### src/rtl/vga_timing_pkg.sv
// 640x480 @ 60 Hz VGA timing constants shared by the sync generator,
// the character generator and the pixel colour mux.
package vga_timing_pkg;

    // Pixel clock divider: 100 MHz board clock / 4 = 25 MHz pixel rate
    localparam int TICK_DIV     = 4;

    // Horizontal timing in pixels
    localparam int H_DISPLAY    = 640;
    localparam int H_FP         = 16;
    localparam int H_SYNC       = 96;
    localparam int H_BP         = 48;
    localparam int H_TOTAL      = H_DISPLAY + H_FP + H_SYNC + H_BP;   // 800

    // Vertical timing in lines
    localparam int V_DISPLAY    = 480;
    localparam int V_FP         = 10;
    localparam int V_SYNC       = 2;
    localparam int V_BP         = 33;
    localparam int V_TOTAL      = V_DISPLAY + V_FP + V_SYNC + V_BP;   // 525

    // Sync pulse windows (inclusive), expressed as counter values
    localparam int H_SYNC_START = H_DISPLAY + H_FP;                    // 656
    localparam int H_SYNC_END   = H_SYNC_START + H_SYNC - 1;           // 751
    localparam int V_SYNC_START = V_DISPLAY + V_FP;                    // 490
    localparam int V_SYNC_END   = V_SYNC_START + V_SYNC - 1;           // 491

    // Half-period of the cursor blink, in frames
    localparam int BLINK_FRAMES = 30;

    // Width of the pixel_x / pixel_y coordinate buses
    localparam int COORD_W      = 10;

    // True when lo <= v <= hi
    function automatic logic in_window(input int v, input int lo, input int hi);
        return (v >= lo) && (v <= hi);
    endfunction

endpackage

### src/rtl/contador_mod_m.sv
// Generic mod-M counter: counts 0..M-1 while en is high and wraps.
// max_tick is a combinational flag that the count sits at M-1.
module contador_mod_m #(
    parameter int M = 4
) (
    input  logic clk,
    input  logic reset_n,
    input  logic en,
    output logic max_tick
);

    localparam int             W    = (M > 1) ? $clog2(M) : 1;
    localparam logic [W-1:0]   LAST = W'(M - 1);

    logic [W-1:0] count_q;
    logic [W-1:0] count_d;

    // Next count: hold, increment, or wrap to zero after M-1
    always_comb begin
        count_d = count_q;
        if (en) begin
            count_d = (count_q == LAST) ? '0 : count_q + 1'b1;
        end
    end

    // Count register, cleared asynchronously
    always_ff @(posedge clk or negedge reset_n) begin
        if (!reset_n) begin
            count_q <= '0;
        end else begin
            count_q <= count_d;
        end
    end

    assign max_tick = (count_q == LAST);

endmodule

### src/rtl/vga_sync_gen.sv
// VGA timing generator: pixel-enable divider, horizontal/vertical
// counters, registered active-low syncs, frame_start pulse and the
// ~1 Hz cursor blink (parpadeo).
module vga_sync_gen #(
    parameter int TICK_DIV     = vga_timing_pkg::TICK_DIV,
    parameter int H_DISPLAY    = vga_timing_pkg::H_DISPLAY,
    parameter int H_FP         = vga_timing_pkg::H_FP,
    parameter int H_SYNC       = vga_timing_pkg::H_SYNC,
    parameter int H_BP         = vga_timing_pkg::H_BP,
    parameter int V_DISPLAY    = vga_timing_pkg::V_DISPLAY,
    parameter int V_FP         = vga_timing_pkg::V_FP,
    parameter int V_SYNC       = vga_timing_pkg::V_SYNC,
    parameter int V_BP         = vga_timing_pkg::V_BP,
    parameter int BLINK_FRAMES = vga_timing_pkg::BLINK_FRAMES
) (
    input  logic                               clk,
    input  logic                               reset_n,
    output logic                               p_tick,
    output logic [vga_timing_pkg::COORD_W-1:0] pixel_x,
    output logic [vga_timing_pkg::COORD_W-1:0] pixel_y,
    output logic                               video_on,
    output logic                               hsync,
    output logic                               vsync,
    output logic                               frame_start,
    output logic                               parpadeo
);

    import vga_timing_pkg::*;

    localparam int H_TOTAL      = H_DISPLAY + H_FP + H_SYNC + H_BP;
    localparam int V_TOTAL      = V_DISPLAY + V_FP + V_SYNC + V_BP;
    localparam int H_SYNC_START = H_DISPLAY + H_FP;
    localparam int H_SYNC_END   = H_SYNC_START + H_SYNC - 1;
    localparam int V_SYNC_START = V_DISPLAY + V_FP;
    localparam int V_SYNC_END   = V_SYNC_START + V_SYNC - 1;
    localparam int HW           = $clog2(H_TOTAL);
    localparam int VW           = $clog2(V_TOTAL);

    logic [HW-1:0] h_cnt_q, h_cnt_d;
    logic [VW-1:0] v_cnt_q, v_cnt_d;
    logic          hsync_q, hsync_d;
    logic          vsync_q, vsync_d;
    logic          frame_start_q, frame_start_d;
    logic          parpadeo_q, parpadeo_d;
    logic          line_end;
    logic          frame_wrap;
    logic          frame_max;

    // Pixel-enable divider: p_tick is high while the divider sits at TICK_DIV-1
    contador_mod_m #(
        .M        (TICK_DIV)
    ) u_tick_div (
        .clk      (clk),
        .reset_n  (reset_n),
        .en       (1'b1),
        .max_tick (p_tick)
    );

    // Frame counter for the blink; advances once per frame wrap
    contador_mod_m #(
        .M        (BLINK_FRAMES)
    ) u_blink_div (
        .clk      (clk),
        .reset_n  (reset_n),
        .en       (frame_wrap),
        .max_tick (frame_max)
    );

    // Next-state counters and sync decode; syncs use the next counter
    // values so the registered syncs line up with pixel_x/pixel_y
    always_comb begin
        line_end      = p_tick && (int'(h_cnt_q) == H_TOTAL - 1);
        frame_wrap    = line_end && (int'(v_cnt_q) == V_TOTAL - 1);

        h_cnt_d       = h_cnt_q;
        if (p_tick) begin
            h_cnt_d = line_end ? '0 : h_cnt_q + 1'b1;
        end

        v_cnt_d       = v_cnt_q;
        if (line_end) begin
            v_cnt_d = frame_wrap ? '0 : v_cnt_q + 1'b1;
        end

        hsync_d       = !in_window(int'(h_cnt_d), H_SYNC_START, H_SYNC_END);
        vsync_d       = !in_window(int'(v_cnt_d), V_SYNC_START, V_SYNC_END);
        frame_start_d = frame_wrap;
        parpadeo_d    = parpadeo_q ^ (frame_wrap && frame_max);
    end

    // Timing state; reset returns to (0,0) with syncs idle high
    always_ff @(posedge clk or negedge reset_n) begin
        if (!reset_n) begin
            h_cnt_q       <= '0;
            v_cnt_q       <= '0;
            hsync_q       <= 1'b1;
            vsync_q       <= 1'b1;
            frame_start_q <= 1'b0;
            parpadeo_q    <= 1'b0;
        end else begin
            h_cnt_q       <= h_cnt_d;
            v_cnt_q       <= v_cnt_d;
            hsync_q       <= hsync_d;
            vsync_q       <= vsync_d;
            frame_start_q <= frame_start_d;
            parpadeo_q    <= parpadeo_d;
        end
    end

    assign pixel_x     = COORD_W'(h_cnt_q);
    assign pixel_y     = COORD_W'(v_cnt_q);
    assign video_on    = (int'(h_cnt_q) < H_DISPLAY) && (int'(v_cnt_q) < V_DISPLAY);
    assign hsync       = hsync_q;
    assign vsync       = vsync_q;
    assign frame_start = frame_start_q;
    assign parpadeo    = parpadeo_q;

endmodule

### config.mk
export PLATFORM = sky130hd
export DESIGN_NAME = vga_sync_gen
export DESIGN_NICKNAME = d
export VERILOG_FILES = /design/src/rtl/vga_timing_pkg.sv /design/src/rtl/contador_mod_m.sv /design/src/rtl/vga_sync_gen.sv
export SDC_FILE = /design/constraint.sdc
export NUM_CORES = 1
export LEC_CHECK = 0
export CORE_AREA = 3 3 62 64
export DETAILED_ROUTE_END_ITERATION = 7
export DIE_AREA = 0 0 65 67
export PLACE_DENSITY = 0.75
export SLEW_MARGIN = 10
export SYNTH_ARGS = -nofsm -noshare
export SYNTH_HDL_FRONTEND = slang
export SYNTH_SLANG_ARGS = --single-unit
### constraint.sdc
create_clock -name clk -period 2.6 [get_ports clk]
set_input_delay 0.39 -clock clk [delete_from_list [all_inputs] [get_ports clk]]
set_output_delay 0.39 -clock clk [all_outputs]
set_load 0.1 [all_outputs]
; Word-level counts from Yosys, hierarchy flattened
; Cells that the tools add are included.
[word_totals]
mem_bits_rw = 0
memories = 0
reg_bits = 31
mem_bits_ro = 0
latchBits = 0
[op_classes]
n_lt_le_gt_ge = 6
div = 0
n_addsub = 4
n_bitwise = 1
n_shift = 0
n_mux = 6
eq_ne = 4
n_reduce_logical = 8
n_mul = 0
[op_table]
columns = cell, count
row1 = two-way mux 10 bit, 4
row2 = "adder 10 x 1 -> 10 bit, second input constant", 2
row3 = "== test 10 bit, second input constant", 1
row4 = "== test 10 x 9 -> 1 bit, second input constant", 1
row5 = "greater-or-equal comparator 10 bit, second input constant", 1
row6 = "greater-or-equal comparator 10 x 9 -> 1 bit, second input constant", 1
row7 = "less-or-equal comparator 10 bit, second input constant", 1
row8 = "less-or-equal comparator 10 x 9 -> 1 bit, second input constant", 1
row9 = "< comparator 10 bit, second input constant", 1
row10 = "< comparator 10 x 9 -> 1 bit, second input constant", 1
row11 = logical AND 1 bit, 6
row12 = "adder 5 x 1 -> 5 bit, second input constant", 1
row13 = "== test 5 bit, second input constant", 1
row14 = two-way mux 5 bit, 1
row15 = "adder 2 x 1 -> 2 bit, second input constant", 1
row16 = "== test 2 bit, second input constant", 1
row17 = zero test 1 bit, 2
row18 = two-way mux 2 bit, 1
row19 = XOR 1 bit, 1

; Logic depth before layout (Yosys ltp)
[depth]
ltp_word = 8
ltp_mapped = 8
ltp_nobuf = 7

; Hierarchy
; A second synthesis with hierarchy kept.
[hier_totals]
hier_cells = 174
area_unflattened_um2 = 1710.4
[modules_own_cells]
columns = module, seq_area_each_um2, instances, cells_per_inst, area_per_inst_um2
row1 = vga_sync_gen, 603.1, 1, 142, 1343.8
row2 = contador_mod_m at u_blink_div, 125.1, 1, 26, 272.8
row3 = contador_mod_m at u_tick_div, 50.0, 1, 6, 93.8

; Worst setup path before layout
; No wires, ideal clock.
[synth_timing]
path_kind = flip-flop to flip-flop
from = reg u_tick_div.count_q[0]
to = reg vsync_q, in the netlist vsync
period_less_slack_ns = 2.765
t_arrival_ns = 2.666
slack_ns = -0.165
n_path_buf = 1
path_stages_with_launch = 8
setup_time_ns = 0.099
t_required_ns = 2.501
path_cell_list = dfrtp_1 > ha_1 > buf_6 > and3_4 > nand4_4 > or4_4 > a221oi_2 > nand4_1
[synth_via]
elab_chain_len = 8
[synth_rtl]
columns = element, line
row1 = start: declaration, contador_mod_m.sv:15  ; logic [W-1:0] count_q;
row2 = start signal: assignment, contador_mod_m.sv:31  ; count_q <= count_d;
row3 = == test 2 bit (*), contador_mod_m.sv:35  ; assign max_tick = (count_q == LAST);
row4 = named net p_tick, vga_sync_gen.sv:18  ; output logic p_tick,
row5 = logical AND 1 bit (*), vga_sync_gen.sv:72  ; line_end = p_tick && (int'(h_cnt_q) == H_TOTAL - 1);
row6 = logical AND 1 bit, vga_sync_gen.sv:73  ; frame_wrap = line_end && (int'(v_cnt_q) == V_TOTAL - 1);
row7 = two-way mux 10 bit, vga_sync_gen.sv:82  ; v_cnt_d = frame_wrap ? '0 : v_cnt_q + 1'b1;
row8 = two-way mux 10 bit (*), vga_sync_gen.sv:81  ; if (line_end) begin
row9 = greater-or-equal comparator 10 x 9 -> 1 bit / less-or-equal comparator 10 x 9 -> 1 bit (equally long branches), vga_timing_pkg.sv:36  ; return (v >= lo) && (v <= hi);
row10 = logical AND 1 bit (*), vga_timing_pkg.sv:36
row11 = zero test 1 bit (*), vga_sync_gen.sv:86  ; vsync_d = !in_window(int'(v_cnt_d), V_SYNC_START, V_SYNC_END);
row12 = named net vsync_d, vga_sync_gen.sv:42  ; logic vsync_q, vsync_d;
row13 = end signal: assignment, vga_sync_gen.sv:104  ; vsync_q <= vsync_d;
row14 = end: declaration, vga_sync_gen.sv:42
; Mark *: on every way through the listed nets, which the timed path passes. The rest lies on a longest branch.
; A chain may end at the register's enable or synchronous reset.

; Worst setup path after layout
[layout_timing]
from = reg v_cnt_q[0], in the netlist pixel_y[0]
to = reg parpadeo_q, in the netlist parpadeo
[layout_via]
elab_chain_len = 4
[layout_rtl]
columns = element, line
row1 = start: declaration, vga_sync_gen.sv:40  ; logic [VW-1:0] v_cnt_q, v_cnt_d;
row2 = start signal: assignment, vga_sync_gen.sv:102  ; v_cnt_q <= v_cnt_d;
row3 = == test 10 bit, vga_sync_gen.sv:73
row4 = logical AND 1 bit, vga_sync_gen.sv:73
row5 = named net frame_start_d, vga_sync_gen.sv:43  ; logic frame_start_q, frame_start_d;
row6 = logical AND 1 bit, vga_sync_gen.sv:88  ; parpadeo_d = parpadeo_q ^ (frame_wrap && frame_max);
row7 = XOR 1 bit, vga_sync_gen.sv:88
row8 = named net parpadeo_d, vga_sync_gen.sv:44  ; logic parpadeo_q, parpadeo_d;
row9 = end signal: assignment, vga_sync_gen.sv:106  ; parpadeo_q <= parpadeo_d;
row10 = end: declaration, vga_sync_gen.sv:44
; The timed path passes the listed nets, and every way through them passes these cells.

==> flow_summary_export.csv <==
group,metric,value,unit
timing,max_freq,465.0,MHz
critical_path,arrival,2410,ps
power,total_leakage_power,0.0008720,uW
routing,drtIter0Drc,88,
finish,drive_gt1_share,26.90,%
routing,num_vias,1387,
routing,detail_route.drc_violations,0,
cts,path_clk_slew,100,ps
place,place_worst_setup_slack,501.0,ps
timing,rsz0062_at_grt,"no",
critical_path,critPathBufInv,1,
critical_path,required,2860,ps
grt,grt_use_total,19.15,%
finish,antennaDiodeCount,0,
synth,synth_seq_cells,31,
timing,worstMarginPinSlew,373.1,ps
critical_path,criticalPathCategory,"reg2reg",
synth,syn_inst,166,
floorplanning,die_y,67,um
synth,synth_edf_count,0,
critical_path,worstPathMaxFanout,11,
cts,root_buffer,"clkbuf_4",
grt,met2_usage,32.57,%
synth,synth_top_cell_by_area,"dfrtp_1",
synth,synth.cell_area,1697,sq um
critical_path,r2r_start,"pixel_y[0]",
timing,layout_setup_ws,449.6,ps
cts,clock_path_buffers,2,
cts,hold_buffers,0,
floorplanning,top_level_ports,28,
min_path,hold_path.class,"in2async",
synth,yosysUniqueCellTypes,42,
cts,clock-sinks,31,
critical_path,cp-end-kind,"flop",
critical_path,cp-startpoint,"pixel_y[0]",
critical_path,max_stage_delay,470,ps
run_status,run_status,"complete, no violations",
cts,cts_setup_buffers,0,
power,power,765.9,uW
grt,antenna_found_initial,0,
place,gp_congestion,0.9474,
routing,wl_per_cell,14.89,um
synth,synth_top_area_share,42.77,%
cts,cts_tree,"built",
cts,cts_made_buffers,5,
place,hpwl,2635,um
grt,grt_use_met3,5.396,%
finish,area.growth.synth_to_final,16.37,%
routing,drt-total-wl,3618,um
synth,ys_seq_area_share,45.87,%
floorplanning,dieArea,4355,sq um
grt,grt_pass1_wl,6292,um
cts,htree_levels,2,
timing,setup_viol,0,
cts,clkLatencyLatePin,340,ps
job,drv_cap,0,
floorplanning,initial_core_util,50.84,%
routing,first_pass_iters,4,
synth,post_synth.cell_area_avg,10.22,sq um
synth,synthArstFlopShare,100.0,%
grt,grt_use_met1,22.30,%
timing,slew_violations,0,
synth,yosysWarnings,0,
critical_path,critPathTopFamily,"simple AND/OR/NAND/NOR gates",
synth,synthTopCellsByArea,"dfrtp_1 43%, ha_1 4.4%, xnor2_1 3.6%",
timing,slew_headroom,74.92,%
timing,period_minus_slack,2150,ps
timing,period_share,82.71,%
routing,vias_per_cell,5.708,
grt,gr-max-usage-layer,"met2",
routing,ant_nets,0,
timing,hold_viol,0,
critical_path,path_cells,"inv_1 -> ha_1 -> nor4bb_1 -> nand3_1 -> nor2_1 -> and4_1 -> xor2_1",
finish,nets,204,
timing,fin_setup_tns,0,ps
synth,syn-num-nets,174,
synth,ys.flop_type,"dfrtp_1",
place,io_buffer_count,27,
grt,grt_pass1_vias,1362,
timing,clock_skew,8.693,ps
grt,grt_overflow_total,0,
critical_path,slowest_stage,"dfrtp_1",
cts,cts_resized,0,
grt,grt_max_degree,32,
critical_path,crit_path_start_kind,"flop",
floorplanning,core,3337,sq um
power,powerDensity,387.9,nW/um^2
power,peakVddDrop,0.0002974,V
floorplanning,rows,21,
floorplanning,die_w,65,um
-- cells in the mapped netlist (2+ instances only) --
master    instances
xnor2_1           7
ha_1              6
nor2_1           12
nand2_1          14
a21oi_1           5
or3_1             3
dfrtp_1          29
dfstp_2           2
o31ai_1           5
a22oi_1           2
o211ai_1          2
and4_2            2
mux2i_1           2
nand4_1           9
nand3_1          11
o21ai_0           7
and2_1            2
buf_6             3
xor2_1            7
buf_2             2
nor3_1            6
inv_1             8
-- flip-flops by register name (all words and copies together) (netlist names) --
name                 count
frame_start              1
hsync                    1
parpadeo                 1
pixel_x                 10
pixel_y                 10
u_blink_div.count_q      5
u_tick_div.count_q       2
vsync                    1
-- report_power, final --
group          switching [uW]  internal (uW)
Combinational            8.87           2.29
Clock                     172            100
Sequential                  0            482
-- stage by stage --
step,cell area (sq um),utilization [%],std cells,hold WS [ps]
floorplan,1702,-,166,94.41
global placement,1922,57.59,235,418.4
detailed placement,1922,57.59,235,426.2
CTS,1974,59.17,243,439.9
global route,1974,59.17,243,444.7
finish,1974,59.17,243,426.3
-- cell usage in the layout, fill, tap and decap left out, types with 2 or more instances in the layout --
cell type,instances
o31ai_1,5
o21ai_0,7
nand4_1,9
a22oi_1,2
mux2i_1,2
o211ai_1,2
nand2_1,14
inv_1,8
dfrtp_2,2
or3_1,3
ha_1,5
clkbuf_4,5
nor3_1,6
dfrtp_1,27
a21oi_1,5
and2_1,2
buf_4,28
xor2_1,7
nand3_1,11
dfstp_2,2
xnor2_1,7
clkinv_2,3
and4_2,2
nor2_1,12
-- cell families after synthesis --
logic type	Yosys count	share of synthesized area, %
adder cells (fa/ha/maj)	6	4.425
buffers and inverters	14	5.162
AND/OR/NAND/NOR	73	25.89
AO/OA/AOI/OAI	26	10.25
XOR/XNOR	14	7.227
multiplexers	2	1.180
flip-flops	31	45.87
-- final timing paths --
check	end	slack (ps)	depth (start not counted)
max	parpadeo	450	7
max reg2reg	parpadeo	450	7
min	pixel_y[8]	430	2
min in group clk	u_tick_div.count_q[0]	440	1
max in group asynchronous	hsync	1860	2
min reg2reg	u_tick_div.count_q[0]	440	1
-- per-layer routing --
layer / part of all wire (%) / routed length [um] / up-vias
met4: 1.4 / 52 / 0
met3: 5.5 / 198 / 7
met2: 50 / 1808 / 38
met1: 43 / 1559 / 684
met5: 0 / 0 / -
li1: - / - / 658
-- layout make-up --
| class | instances | area, sq um |
|---|---|---|
| tap | 46 | 57.56 |
| multi-input combinational | 121 | 833.3 |
| timing repair buffer | 29 | 220.2 |
| clock buffer | 5 | 37.54 |
| clock inverter | 3 | 15.01 |
| inverter | 8 | 30.03 |
| sequential | 31 | 780.7 |
| fill | 308 | 1363 |
(Power assumes the default switching activity.)
